**src/rtl/uart_prog_loader_if.sv**
```systemverilog
// Instruction-memory write port driven by the boot loader.
// Latency: n/a (signal bundle only).
// Backpressure: none; imem must accept one write per cycle when imem_we is high.
interface uart_prog_loader_if #(
  parameter int ADDR_W = 12
);
  logic              imem_we;
  logic [ADDR_W-1:0] imem_addr;
  logic [31:0]       imem_din;

  modport master (output imem_we, output imem_addr, output imem_din);
  modport slave  (input  imem_we, input  imem_addr, input  imem_din);
endinterface

```
**src/rtl/uart_prog_loader.sv**
```systemverilog
// UART (8N1) boot loader: header N, then N little-endian words written into imem; holds the CPU in reset until done.
// Latency: byte_valid 1 clk after stop sample, imem_we 1 clk after 4th byte, cpu_rst falls 2 clks after last write.
// Backpressure: none; the UART line cannot be stalled, so every write is a single unconditional pulse.
module uart_prog_loader #(
  parameter int CLKS_PER_BIT = 868,
  parameter int ADDR_W       = 12
) (
  input  logic               clk,
  input  logic               rst,
  input  logic               rxd,
  uart_prog_loader_if.master imem,
  output logic               cpu_rst,
  output logic               busy,
  output logic               done,
  output logic               err,
  output logic [ADDR_W:0]    words_loaded
);

  localparam int               CNT_W    = $clog2(CLKS_PER_BIT);
  localparam logic [CNT_W-1:0] CNT_HALF = CNT_W'(CLKS_PER_BIT / 2);
  localparam logic [CNT_W-1:0] CNT_LAST = CNT_W'(CLKS_PER_BIT - 1);
  localparam logic [32:0]      N_MAX    = 33'(1) << ADDR_W;

  typedef enum logic [1:0] {R_IDLE, R_START, R_DATA, R_STOP} rx_state_e;
  typedef enum logic [1:0] {HDR, DATA, DONE, ERR} ld_state_e;

  // ---------------- synchroniser ----------------
  logic rxd_s1_q, rxd_s2_q;

  // Two-flop synchroniser; preset to idle-high so reset never looks like a start bit.
  always_ff @(posedge clk) begin
    if (!rst) begin
      rxd_s1_q <= 1'b1;
      rxd_s2_q <= 1'b1;
    end else begin
      rxd_s1_q <= rxd;
      rxd_s2_q <= rxd_s1_q;
    end
  end

  // ---------------- RX bit engine ----------------
  rx_state_e        rx_st_q, rx_st_d;
  logic [CNT_W-1:0] cnt_q, cnt_d;
  logic [2:0]       bit_q, bit_d;
  logic [7:0]       shift_q, shift_d;
  logic             byte_vld_q, byte_vld_d;
  logic             frm_err_q, frm_err_d;
  logic             start_ok;

  // Bit timing: confirm start mid-bit, then sample one bit period apart, LSB first.
  always_comb begin
    rx_st_d    = rx_st_q;
    cnt_d      = cnt_q;
    bit_d      = bit_q;
    shift_d    = shift_q;
    byte_vld_d = 1'b0;
    frm_err_d  = 1'b0;
    start_ok   = 1'b0;
    case (rx_st_q)
      R_IDLE: begin
        if (!rxd_s2_q) begin
          rx_st_d = R_START;
          cnt_d   = '0;
        end
      end
      R_START: begin
        if (cnt_q == CNT_HALF) begin
          cnt_d = '0;
          if (!rxd_s2_q) begin
            rx_st_d  = R_DATA;
            bit_d    = '0;
            start_ok = 1'b1;
          end else begin
            rx_st_d = R_IDLE;  // short low pulse: glitch, not a frame
          end
        end else begin
          cnt_d = cnt_q + 1'b1;
        end
      end
      R_DATA: begin
        if (cnt_q == CNT_LAST) begin
          cnt_d   = '0;
          shift_d = {rxd_s2_q, shift_q[7:1]};
          bit_d   = bit_q + 3'd1;
          if (bit_q == 3'd7) rx_st_d = R_STOP;
        end else begin
          cnt_d = cnt_q + 1'b1;
        end
      end
      default: begin  // R_STOP
        if (cnt_q == CNT_LAST) begin
          cnt_d   = '0;
          rx_st_d = R_IDLE;
          if (rxd_s2_q) byte_vld_d = 1'b1;
          else          frm_err_d  = 1'b1;
        end else begin
          cnt_d = cnt_q + 1'b1;
        end
      end
    endcase
  end

  // RX engine state register.
  always_ff @(posedge clk) begin
    if (!rst) begin
      rx_st_q    <= R_IDLE;
      cnt_q      <= '0;
      bit_q      <= '0;
      shift_q    <= '0;
      byte_vld_q <= 1'b0;
      frm_err_q  <= 1'b0;
    end else begin
      rx_st_q    <= rx_st_d;
      cnt_q      <= cnt_d;
      bit_q      <= bit_d;
      shift_q    <= shift_d;
      byte_vld_q <= byte_vld_d;
      frm_err_q  <= frm_err_d;
    end
  end

  // ---------------- loader FSM ----------------
  ld_state_e         ld_st_q, ld_st_d;
  logic [1:0]        byte_cnt_q, byte_cnt_d;
  logic [31:0]       asm_q, asm_d;
  logic [ADDR_W:0]   n_q, n_d;
  logic [ADDR_W:0]   words_q, words_d;
  logic              we_q, we_d;
  logic [ADDR_W-1:0] addr_q, addr_d;
  logic [31:0]       din_q, din_d;
  logic              busy_q, busy_d, done_q, done_d, err_q, err_d, cpu_rst_q, cpu_rst_d;
  logic [31:0]       full_word;

  // Header/word assembly, write generation and sticky status; header and data share one assembler.
  always_comb begin
    ld_st_d    = ld_st_q;
    byte_cnt_d = byte_cnt_q;
    asm_d      = asm_q;
    n_d        = n_q;
    words_d    = words_q;
    we_d       = 1'b0;
    addr_d     = addr_q;
    din_d      = din_q;
    full_word  = {shift_q, asm_q[31:8]};
    case (ld_st_q)
      HDR: begin
        if (frm_err_q) begin
          ld_st_d = ERR;
        end else if (byte_vld_q) begin
          asm_d      = full_word;
          byte_cnt_d = byte_cnt_q + 2'd1;
          if (byte_cnt_q == 2'd3) begin
            if ({1'b0, full_word} > N_MAX) ld_st_d = ERR;
            else if (full_word == 32'd0)   ld_st_d = DONE;
            else begin
              ld_st_d = DATA;
              n_d     = full_word[ADDR_W:0];
            end
          end
        end
      end
      DATA: begin
        // Count advances the cycle after the pulse; last write hands over to DONE.
        if (we_q) begin
          words_d = words_q + 1'b1;
          if ((words_q + 1'b1) == n_q) ld_st_d = DONE;
        end
        if (frm_err_q) begin
          ld_st_d = ERR;
        end else if (byte_vld_q) begin
          asm_d      = full_word;
          byte_cnt_d = byte_cnt_q + 2'd1;
          if (byte_cnt_q == 2'd3) begin
            we_d   = 1'b1;
            din_d  = full_word;
            addr_d = words_q[ADDR_W-1:0];
          end
        end
      end
      default: ;  // DONE and ERR are terminal until reset
    endcase

    busy_d = busy_q;
    if (ld_st_q == DONE || ld_st_q == ERR) busy_d = 1'b0;
    else if (ld_st_q == HDR && start_ok)   busy_d = 1'b1;
    done_d    = done_q | (ld_st_q == DONE);
    err_d     = err_q  | (ld_st_q == ERR);
    cpu_rst_d = cpu_rst_q & (ld_st_q != DONE);
  end

  // Loader state and output registers.
  always_ff @(posedge clk) begin
    if (!rst) begin
      ld_st_q    <= HDR;
      byte_cnt_q <= '0;
      asm_q      <= '0;
      n_q        <= '0;
      words_q    <= '0;
      we_q       <= 1'b0;
      addr_q     <= '0;
      din_q      <= '0;
      busy_q     <= 1'b0;
      done_q     <= 1'b0;
      err_q      <= 1'b0;
      cpu_rst_q  <= 1'b1;
    end else begin
      ld_st_q    <= ld_st_d;
      byte_cnt_q <= byte_cnt_d;
      asm_q      <= asm_d;
      n_q        <= n_d;
      words_q    <= words_d;
      we_q       <= we_d;
      addr_q     <= addr_d;
      din_q      <= din_d;
      busy_q     <= busy_d;
      done_q     <= done_d;
      err_q      <= err_d;
      cpu_rst_q  <= cpu_rst_d;
    end
  end

  assign imem.imem_we   = we_q;
  assign imem.imem_addr = addr_q;
  assign imem.imem_din  = din_q;
  assign cpu_rst        = cpu_rst_q;
  assign busy           = busy_q;
  assign done           = done_q;
  assign err            = err_q;
  assign words_loaded   = words_q;

endmodule

```
**src/flat_wrapper.sv**
```systemverilog
// flat-port wrapper written by rule: the top's interface ports become plain ports
module uart_prog_loader_flat 
#(
  parameter int CLKS_PER_BIT = 868,
  parameter int ADDR_W       = 12
)
  (clk, rst, rxd, cpu_rst, busy, done, err, words_loaded, imem_imem_we, imem_imem_addr, imem_imem_din);
  uart_prog_loader_if #(.ADDR_W(ADDR_W)) imem_i ();
  input  logic clk;
  input  logic rst;
  input  logic rxd;
  output logic cpu_rst;
  output logic busy;
  output logic done;
  output logic err;
  output logic [ADDR_W:0] words_loaded;
  output wire logic [$bits(imem_i.imem_we)-1:0] imem_imem_we;
  output wire logic [$bits(imem_i.imem_addr)-1:0] imem_imem_addr;
  output wire logic [$bits(imem_i.imem_din)-1:0] imem_imem_din;
  assign imem_imem_we = imem_i.imem_we;
  assign imem_imem_addr = imem_i.imem_addr;
  assign imem_imem_din = imem_i.imem_din;
  uart_prog_loader #(.CLKS_PER_BIT(CLKS_PER_BIT), .ADDR_W(ADDR_W)) u_core (.clk(clk), .rst(rst), .rxd(rxd), .imem(imem_i), .cpu_rst(cpu_rst), .busy(busy), .done(done), .err(err), .words_loaded(words_loaded));
endmodule
```
**config.mk**
```make
export PLATFORM = sky130hd
export DESIGN_NAME = uart_prog_loader_flat
export DESIGN_NICKNAME = d
export VERILOG_FILES = /design/src/rtl/uart_prog_loader_if.sv /design/src/rtl/uart_prog_loader.sv /design/src/flat_wrapper.sv
export SDC_FILE = /design/constraint.sdc
export NUM_CORES = 1
export LEC_CHECK = 0
export CAP_MARGIN = 20
export CORE_MARGIN = 8
export CORE_UTILIZATION = 50
export DETAILED_ROUTE_END_ITERATION = 6
export PLACE_DENSITY = 0.82
export SLEW_MARGIN = 30
export SYNTH_ARGS = -nofsm -noshare
export SYNTH_HDL_FRONTEND = slang
export SYNTH_SLANG_ARGS = --single-unit
```
**constraint.sdc**
```tcl
create_clock -name clk -period 2.7 [get_ports clk]
set_input_delay 0.54 -clock clk [delete_from_list [all_inputs] [get_ports clk]]
set_output_delay 0.54 -clock clk [all_outputs]
set_load 0.1 [all_outputs]
```
* Word-level counts from Yosys, hierarchy flattened
Cells that the tools add are included.
** Storage, ports and cells
- Word-level logic and storage cells :: 104
- Bits of input ports :: 3
- Flip-flop bits (word level) :: 138
- Output and inout bits :: 62
** Cells by class
- Reductions and logical operators :: 20
- $add $sub $neg :: 4
- Bitwise logic cells :: 10
- Magnitude comparators :: 1
- Equality and inequality tests :: 20
- Mux-type cells :: 29
** Operators by type and width (count)
- 32-bit by 13-bit > comparator with 1-bit output, second input constant :: 1
- 32-bit zero test :: 1
- 10-bit 2-to-1 mux :: 3
- 2-bit 2-to-1 mux :: 14
- 10-bit one-hot mux with 2 select lines :: 1
- 13-bit by 1-bit adder with 13-bit output, second input constant :: 1
- 13-bit equality test :: 1
- 3-bit by 1-bit inequality test with 1-bit output, second input constant :: 4
- 10-bit by 1-bit adder with 10-bit output, second input constant :: 1
- 10-bit equality test, second input constant :: 1
- 10-bit by 9-bit equality test with 1-bit output, second input constant :: 1
- 5-bit AND reduction :: 2
- 3-bit 2-to-1 mux :: 3
- 2-bit equality test, second input constant :: 4
- 4-bit AND reduction :: 2
- 1-bit inverter :: 7
- 2-bit by 1-bit inequality test with 1-bit output, second input constant :: 3
- 2-bit inequality test, second input constant :: 3
- 2-bit one-hot mux with 3 select lines :: 1
- 3-bit one-hot mux with 2 select lines :: 1
- 6-bit AND reduction :: 1
- 1-bit 2-to-1 mux :: 5
- 5-bit OR reduction :: 1
- 2-bit by 1-bit equality test with 1-bit output, second input constant :: 2
- other kinds (15) :: 20

* Logic depth before layout (Yosys ltp)
Gate-level depths: netlist (run 1).
- Depth after elaboration :: 7
- Depth in mapped cells :: 8

* Least setup slack after synthesis (run 1)
Ideal clock, no wire load.
- Path type :: flip-flop to flip-flop
- Start :: register u_core.words_q[1] (netlist: u_core.words_loaded[1])
- End :: register u_core.ld_st_q[0]
- Arrival time :: 2.839 ns
- Buffers on the path :: 0
- Setup time :: 0.115 ns
- Setup slack :: -0.254 ns
- Cell stages (with the launch flop) :: 8
- Required time :: 2.585 ns
- Period minus slack after synthesis :: 2.954 ns
- Cell sequence :: dfxtp_1 -> ha_1 -> and2_1 -> o221ai_1 -> a2111oi_0 -> o2111ai_1 -> or4_1 -> o21a_1
** On the way
- Cells in the longest elaborated chain, start to end :: 4
** Ends and longest elaborated chain
- start: declaration :: line uart_prog_loader.sv:127 : logic [ADDR_W:0] words_q, words_d;
- start signal: assignment :: line uart_prog_loader.sv:211 : words_q <= words_d;
- 13-bit by 1-bit adder with 13-bit output :: line uart_prog_loader.sv:166 : if ((words_q + 1'b1) == n_q) ld_st_d = DONE;
- 13-bit equality test :: line uart_prog_loader.sv:166
- 3-bit by 1-bit inequality test with 1-bit output (no source line)
- 5-bit AND reduction (no source line)
- end signal: assignment :: line uart_prog_loader.sv:207 : ld_st_q <= ld_st_d;
- end: declaration :: line uart_prog_loader.sv:123 : ld_state_e ld_st_q, ld_st_d;
Every way passes these cells.
A chain may end at the register's enable or synchronous reset.

* Worst setup path after layout (run 1)
- Start :: register u_core.words_q[0] (netlist: u_core.words_loaded[0])
- End :: register u_core.ld_st_q[0]
Same word-level chain as after synthesis.

==> summary.txt, run 1 <==
Outcome
  – Status: finished clean

Yosys
  – Register area share after synthesis: 47.5%
  – Fraction of registers with async set/reset: 0%
  – Post-synth EDFFs: 0
  – Synth warnings: 0
  – Post-synthesis average cell area: 8.20 um^2
  – Post-Syn Nets: 680
  – Post-synth top flop: dfxtp_1
  – Syn Inst Count: 668
  – Synth Cell Area: 5480 um^2
  – Yosys reg bits: 130
  – Synth unique cells: 56

Setup path
  – CP max FO: 7
  – Critical Path Start Type: flop
  – Crit end category: flop
  – FF-to-FF setup slack: 0.30 ns
  – Top cell family by delay on the critical path: compound AO/OA/AOI/OAI gates
  – R2r startpoint: u_core.words_loaded[0]
  – Worst path bufs/invs: 0
  – R2R depth: 7
  – Critical-path top delay cell: or4_1
  – Worst stage delay on the critical path: roughly 0.54 ns
  – Arrival @ worst endpoint: 2.82 ns
  – Crit-path cells: ha_1 -> and2_1 -> o221ai_1 -> a2111oi_0 -> o2111ai_1 -> or4_1 -> o21a_1
  – Setup Crit Path Kind: reg -> reg
  – Reg2reg end: u_core.ld_st_q[0]
  – CP Data Required Time: 3.12 ns

Timing
  – RSZ-0062 raised after global routing: no
  – Setup TNS Final: 0 ns
  – Max Clock Skew: 0.00785 ns
  – Tcrit/Tclk final: 89.0%
  – Fin. Hold Viols: 0
  – Tmin final: 2.40 ns
  – Fmax: 0.416 GHz
  – Relative slew margins: 44.4%
  – Slew Limit Fails: 0
  – Slew at the pin closest to its max-slew limit: 0.832 ns
  – Endpoints failing setup: 0

Layout
  – Nets: 733
  – Diodes inserted: 0
  – Multi-input gate area: 2680 um^2
  – Finished Cell Area: 6660 um^2
  – Register area: 2610 um^2
  – Share of post-route cells with drive strength above 1: 16.6%
  – Fillers: 914
  – Post-route insts no fill: 874
  – Area Growth Syn to Fin: 21.6%

CTS
  – Total CTS buffers: 17
  – Hold Buf Count CTS: 0
  – CTS resizes: 0
  – Clock root buffer: clkbuf_8
  – Register clock-pin slew on the reported worst setup and hold paths: 0.06 ns
  – H-tree levels: 4
  – Post-CTS setup buffers: 0
  – Clock buffer depth: 2
  – Clk_lat worst skew: 0.52 ns
  – CTS tree: built
  – Clock sink count: 130

Placement
  – Post-detail-place hpwl: 9480 um
  – Placed Cells: 842
  – Final RePlAce weighted congestion: 0.886
  – DP Area: 6070 um^2
  – IO buf count: 64

Floorplan
  – I/O pins: 65
  – Initial Util: 51.0%
  – Chip Height: 121 um
  – Core ar.: ~11,000 um^2
  – # rows: 38
  – DIE AREA: 14,600 um^2
  – Die W: 121 um

Run
  – Max_cap viols: 0

Min path
  – Hold path depth: 1
  – Hold Path Class: reg -> reg
  – Hold_sp: u_core.rxd_s1_q
  – Hold EP: u_core.rxd_s2_q

Route
  – DRT Wirelength: 13,600 um
  – Post-route DRC: 0
  – Routed vias/inst: 5.56
  – Avg WL per Cell: around 16 um
  – Post-route ant nets: 0
  – Detailed router's first-iteration violation count: 362
  – First drt pass iteration count: 7
  – Via Count: 4,860

Power and ir drop
  – Gate power share: between 3 and 4%
  – Peak VDD IR: 0.419 mV
  – Sequential fraction of design power: between 40% and 50%
  – Leakage: 2.41 nW
  – Net Sw Power: 0.921 mW
  – PD cells: 651 nW/um^2
  – Share of power burned in the clock network: 51.5%
  – Internal power: 3.41 mW
  – Net Sw Frac: between 20% and 30%

GRT
  – Tot GR Track Use: 18.9%
  – Global-route wire length before repair: ~23,000 um
  – Congestion Overflow GR: 0
  – Antenna violations before repair: 0
  – Number of global-route vias before repair: approximately 4,900
  – Largest net degree at the start of global routing: 49
[layer usage]
layer	wire, um	global-route usage, %	vias to the layer above
met3	836	5.17	39
met1	5540	20.8	2319
met5	0	0	-
met4	340	9.06	0
li1	-	-	2366
met2	6890	32.9	136
[stage by stage]
step | setup WS, ns | utilization [%] | total power [mW] | hold slack (ns)
after CTS | 0.309 | 62.0 | 4.36 | 0.423
after global placement | 0.452 | 56.5 | 2.13 | 0.408
after detailed placement | 0.324 | 56.5 | 2.14 | 0.404
final | 0.297 | 62.0 | 4.34 | 0.424
after global routing | 0.135 | 62.0 | 4.47 | 0.456
after floorplan | 0.125 | - | 2.10 | 0.386
[layout by cell type, fill, tap and decap left out, drive strengths merged, types with 7 or more instances in the layout]
| cell | netlist | layout |
|---|---|---|
| nand2 | 163 | 163 |
| nand3 | 22 | 22 |
| nor4 | 14 | 14 |
| and2 | 7 | 7 |
| inv | 10 | 11 |
| dfxtp | 130 | 130 |
| ha | 9 | 9 |
| o21ai | 10 | 10 |
| nor3 | 10 | 10 |
| clkbuf | 31 | 23 |
| nor2 | 53 | 53 |
| a21oi | 88 | 88 |
| nand2b | 9 | 9 |
| buf | 8 | 71 |
| xor2 | 16 | 16 |
| nand4 | 10 | 10 |
| xnor2 | 18 | 18 |
| mux2i | 17 | 17 |
[final cells by class]
type	count	share of cell area [%]
inverters	11	0.620
repair buffers	73	8.49
clock buffers	23	7.31
well taps	140	2.63
clock inverters	9	1.54
multi-input cells	488	40.2
flip-flops and latches	130	39.2
[synthesized netlist by cell type (all sizes together), types with 2 or more instances]
cell type | instances | area, um^2
a211oi | 2 | 15.0
a21oi | 88 | 440
and2 | 7 | 43.8
and3 | 4 | 25.0
buf | 8 | 46.3
clkbuf | 31 | 116
dfxtp | 130 | 2600
ha | 9 | 113
inv | 10 | 37.5
mux2i | 17 | 170
nand2 | 163 | 614
nand2b | 9 | 56.3
nand3 | 22 | 120
nand4 | 10 | 77.6
nor2 | 53 | 199
nor2b | 2 | 12.5
nor3 | 10 | 50.1
nor4 | 14 | 100
o211ai | 2 | 15.0
o21ai | 10 | 50.0
o31ai | 2 | 15.0
or3 | 4 | 25.0
or4 | 4 | 33.8
xnor2 | 18 | 158
xor2 | 16 | 140
[flip-flops by register name, summed over array words and instances, names as in the netlist]
| register | count |
|---|---|
| u_core.imem.imem_din | 32 |
| u_core.cnt_q | 10 |
| u_core.shift_q | 8 |
| u_core.rx_st_q | 2 |
| u_core.imem.imem_we | 1 |
| u_core.asm_q | 24 |
| u_core.err | 1 |
| u_core.byte_cnt_q | 2 |
| u_core.bit_q | 3 |
| u_core.byte_vld_q | 1 |
| u_core.cpu_rst | 1 |
| u_core.done | 1 |
| u_core.rxd_s2_q | 1 |
| u_core.words_loaded | 13 |
| u_core.imem.imem_addr | 12 |
| u_core.ld_st_q | 2 |
| u_core.frm_err_q | 1 |
| u_core.n_q | 13 |
| u_core.busy | 1 |
| u_core.rxd_s1_q | 1 |
[how the worst max path moves through the flow]
stage                                start  slack (ns)  depth (start not counted)           endpoint
finish              u_core.words_loaded[0]        0.30                          7  u_core.ld_st_q[0]
global route        u_core.words_loaded[0]        0.13                          7  u_core.ld_st_q[0]
CTS                 u_core.words_loaded[0]        0.31                          7  u_core.ld_st_q[0]
detailed placement  u_core.words_loaded[0]        0.32                          7  u_core.ld_st_q[0]
global placement    u_core.words_loaded[0]        0.45                          7  u_core.ld_st_q[0]
floorplan           u_core.words_loaded[0]        0.13                          7  u_core.ld_st_q[0]
[kinds of logic after synthesis]
logic type,count (synthesis),synth area share [%]
muxes,17,3.11
adders and majority gates,9,2.06
buffers and inverters,50,3.72
DFF,130,47.5
and+or+nand+nor,311,26.3
xor gates and xnor gates,34,5.43
AOI/OAI and AO/OA,117,11.9
[power groups by stage]
stage	clock, mW	combinational (mW)	sequential (mW)
after floorplan	0	0.117	1.99
after global placement	0	0.141	1.99
after detailed placement	0	0.149	1.99
after CTS	2.26	0.152	1.95
after global routing	2.35	0.168	1.95
final	2.23	0.151	1.95
Note: power is estimated with default switching activity, not from simulation.
==> run 2, diff against run 1 <==
CTS_BUF_LIST = sky130_fd_sc_hd__clkbuf_8   (was not set)
clock period = 2.5 ns   (was 2.7 ns; I/O delays follow)
==> run 2 against run 1 <==
  * Sequential share of layout area is 1.2 points higher
  * Clock power shrank 21%
  * Non-clock buffer count is 3 higher
  * Wire length decreased by 2.7%
  * Sequential power rose by 8%
  * Flip-flop and latch count unchanged
  * Critical path depth stayed put
  * Total power decreased by 7.4%
  * Maximum frequency is 2.5% higher
  * Critical endpoint unchanged
  * Largest power group is now registers
==> summary.txt, run 2 (synthesis gave the netlist of run 1 again) <==
Outcome
  – Status: finished clean

CTS
  – Clock root buffer: clkbuf_8
  – H-tree levels: 4 (unchanged)
  – CTS tree: built
  – Clock sink count: 130 (unchanged)
  – Clock buffer depth: 2 (unchanged)
  – Total CTS buffers: 17 (unchanged)
  – Hold Buf Count CTS: 0 (unchanged)
  – Clk_lat worst skew: 0.44 ns (-0.08 ns)
  – Register clock-pin slew on the reported worst setup and hold paths: 0.08 ns (+0.02 ns)

Layout
  – Post-route insts no fill: 877 (+0.34%)
  – Finished Cell Area: 6500 um^2 (-2.4%)
  – Nets: 736 (+0.41%)
  – Most frequent cells in the layout: 162 x nand2_1, 120 x dfxtp_1, 88 x a21oi_1
  – Commonest non-fill, non-tap cell in the layout: nand2_1
  – Share of post-route cells with drive strength above 1: 17.4% (+0.75 points)
  – Diodes inserted: 0 (unchanged)
  – Max reg flops: 32 (unchanged)
  – Area Growth Syn to Fin: 18.6%

Route
  – Top sig layer: met4
  – Post-route ant nets: 0 (unchanged)
  – Post-route DRC: 0 (unchanged)
  – Met2 Routed Length: 6500 um (-5.6%)
  – Via Count: 4,782 (-1.6%)
  – Detailed router's first-iteration violation count: 406 (+12%)
  – DRT Wirelength: 13,200 um (-2.7%)
  – M1 WL: 5630 um (+1.7%)
  – Routed vias/inst: 5.45 (-1.9%)
  – First drt pass iteration count: 4 (-3)
  – Avg WL per Cell: 15.1 um (-3.0%)
  – Met3 WL: 846 um (+1.2%)

Setup path
  – Crit end category: flop
  – Critical Path Start Type: flop
  – CP max FO: 7 (unchanged)
  – CP Data Required Time: 2.83 ns (-0.29 ns)
  – Top cell family by delay on the critical path: compound AO/OA/AOI/OAI gates
  – Arrival @ worst endpoint: 2.67 ns (-0.15 ns)
  – Crit-path cells: ha_1 -> and2_1 -> o221ai_1 -> a2111oi_1 -> o2111ai_1 -> or4_1 -> o21a_1
  – Setup Crit Path Kind: reg -> reg
  – Worst path bufs/invs: 0 (unchanged)
  – Critical-path top delay cell: or4_1
  – Worst stage delay on the critical path: 0.51 ns (-0.03 ns)

GRT
  – Congestion Overflow GR: 0 (unchanged)
  – Tot GR Track Use: 18.4% (-0.44 points)
  – Largest net degree at the start of global routing: 101 (+110%)
  – Antenna violations before repair: 0 (unchanged)
  – Global-route wire length before repair: 21,900 um (-3.1%)
  – Number of global-route vias before repair: 4,596 (-5.3%)

Timing
  – Fin. Hold Viols: 0 (unchanged)
  – Tcrit/Tclk final: 93.8% (+4.8 points)
  – RSZ-0062 raised after global routing: no
  – Max Clock Skew: 0.0121 ns (+0.00429 ns)
  – WHS: 0.416 ns (-0.00798 ns)
  – Slew at the pin closest to its max-slew limit: 0.805 ns (-0.0267 ns)
  – Fmax: 0.427 GHz (+2.5%)
  – Setup TNS Final: 0 ns (unchanged)
  – Endpoints failing setup: 0 (unchanged)
  – Tmin final: 2.34 ns (-0.0586 ns)
  – Slew Limit Fails: 0 (unchanged)
  – Relative slew margins: 46.2% (+1.8 points)

Floorplan
  – Initial Util: 51.0% (unchanged)
  – Chip Height: 121 um (unchanged)
  – DIE AREA: 14,600 um^2 (unchanged)
  – I/O pins: 65 (unchanged)
  – Die W: 121 um (unchanged)
  – Core ar.: 10,700 um^2 (unchanged)
  – # rows: 38 (unchanged)

Min path
  – Hold Path Class: reg -> reg

Placement
  – IO buf count: 64 (unchanged)
  – Post-detail-place hpwl: 9270 um (-2.1%)
  – Final RePlAce weighted congestion: 0.877 (-0.96%)
  – DP Area: 6110 um^2 (+0.64%)
  – Placed Cells: 845 (+0.36%)

Power and ir drop
  – Final total power: 4.01 mW (-7.4%)
  – Leakage: 2.34 nW (-2.9%)
  – Peak VDD IR: 0.407 mV (-2.9%)
  – PD cells: 617 nW/um^2 (-5.1%)

Run
  – Max_cap viols: 0 (unchanged)
## run 2: changes by cell type in the layout (fill, tap and decap cells not counted), sizes merged
cell,delta
inv,+8
buf,+3
clkbuf,-6
clkinv,-1
clkinvlp,-1
## run 2: layout make-up
cell class	instances	area, um^2
multi-input cells	488	2680
well taps	140	175
fillers	950	4250
clock inverters	15	154
flip-flops and latches	130	2630
inverters	11	41.3
repair buffers	76	588
clock buffers	17	234
## run 2: layer usage
metal  track usage [%]  vias to the layer above
met5                 0                        -
met4              8.43                        0
met3              5.41                       18
met2              30.5                      155
met1              21.6                     2239
li1                  -                     2370
## run 2: power by group
part	leakage, nW	internal, mW	switching [mW]
logic	1.09	0.0563	0.104
clock network	0.200	0.895	0.861
registers	1.05	2.08	0.0181
total	2.34	3.03	0.983
## run 2: worst register-to-register path: stages, from the launching register on
cell,delay [ns]
dfxtp_4,0.40
ha_1,0.25
and2_1,0.17
o221ai_1,0.15
a2111oi_1,0.38
o2111ai_1,0.16
or4_1,0.51
o21a_1,0.20
## run 2: worst paths after layout
check	slack, ns	start	endpoint	depth (start not counted)
max	0.16	u_core.words_loaded[0]	u_core.ld_st_q[0]	7
min	0.42	u_core.rxd_s1_q	u_core.rxd_s2_q	1
max reg2reg	0.16	u_core.words_loaded[0]	u_core.ld_st_q[0]	7
min reg2reg	0.42	u_core.rxd_s1_q	u_core.rxd_s2_q	1
## run 2: what timing repair did
action,4_1_cts,5_1_grt
endpoints found under the setup margin,0,1
buffers inserted,0,0
resized for setup,0,1
## run 2: through the flow
stage | worst slack, ns | util, %
final | 0.155 | 60.5
after global routing | 0.0322 | 60.5
after CTS | 0.123 | 60.5
after detailed placement | 0.140 | 56.9
after global placement | 0.298 | 56.9
after floorplan | 0.00301 | -
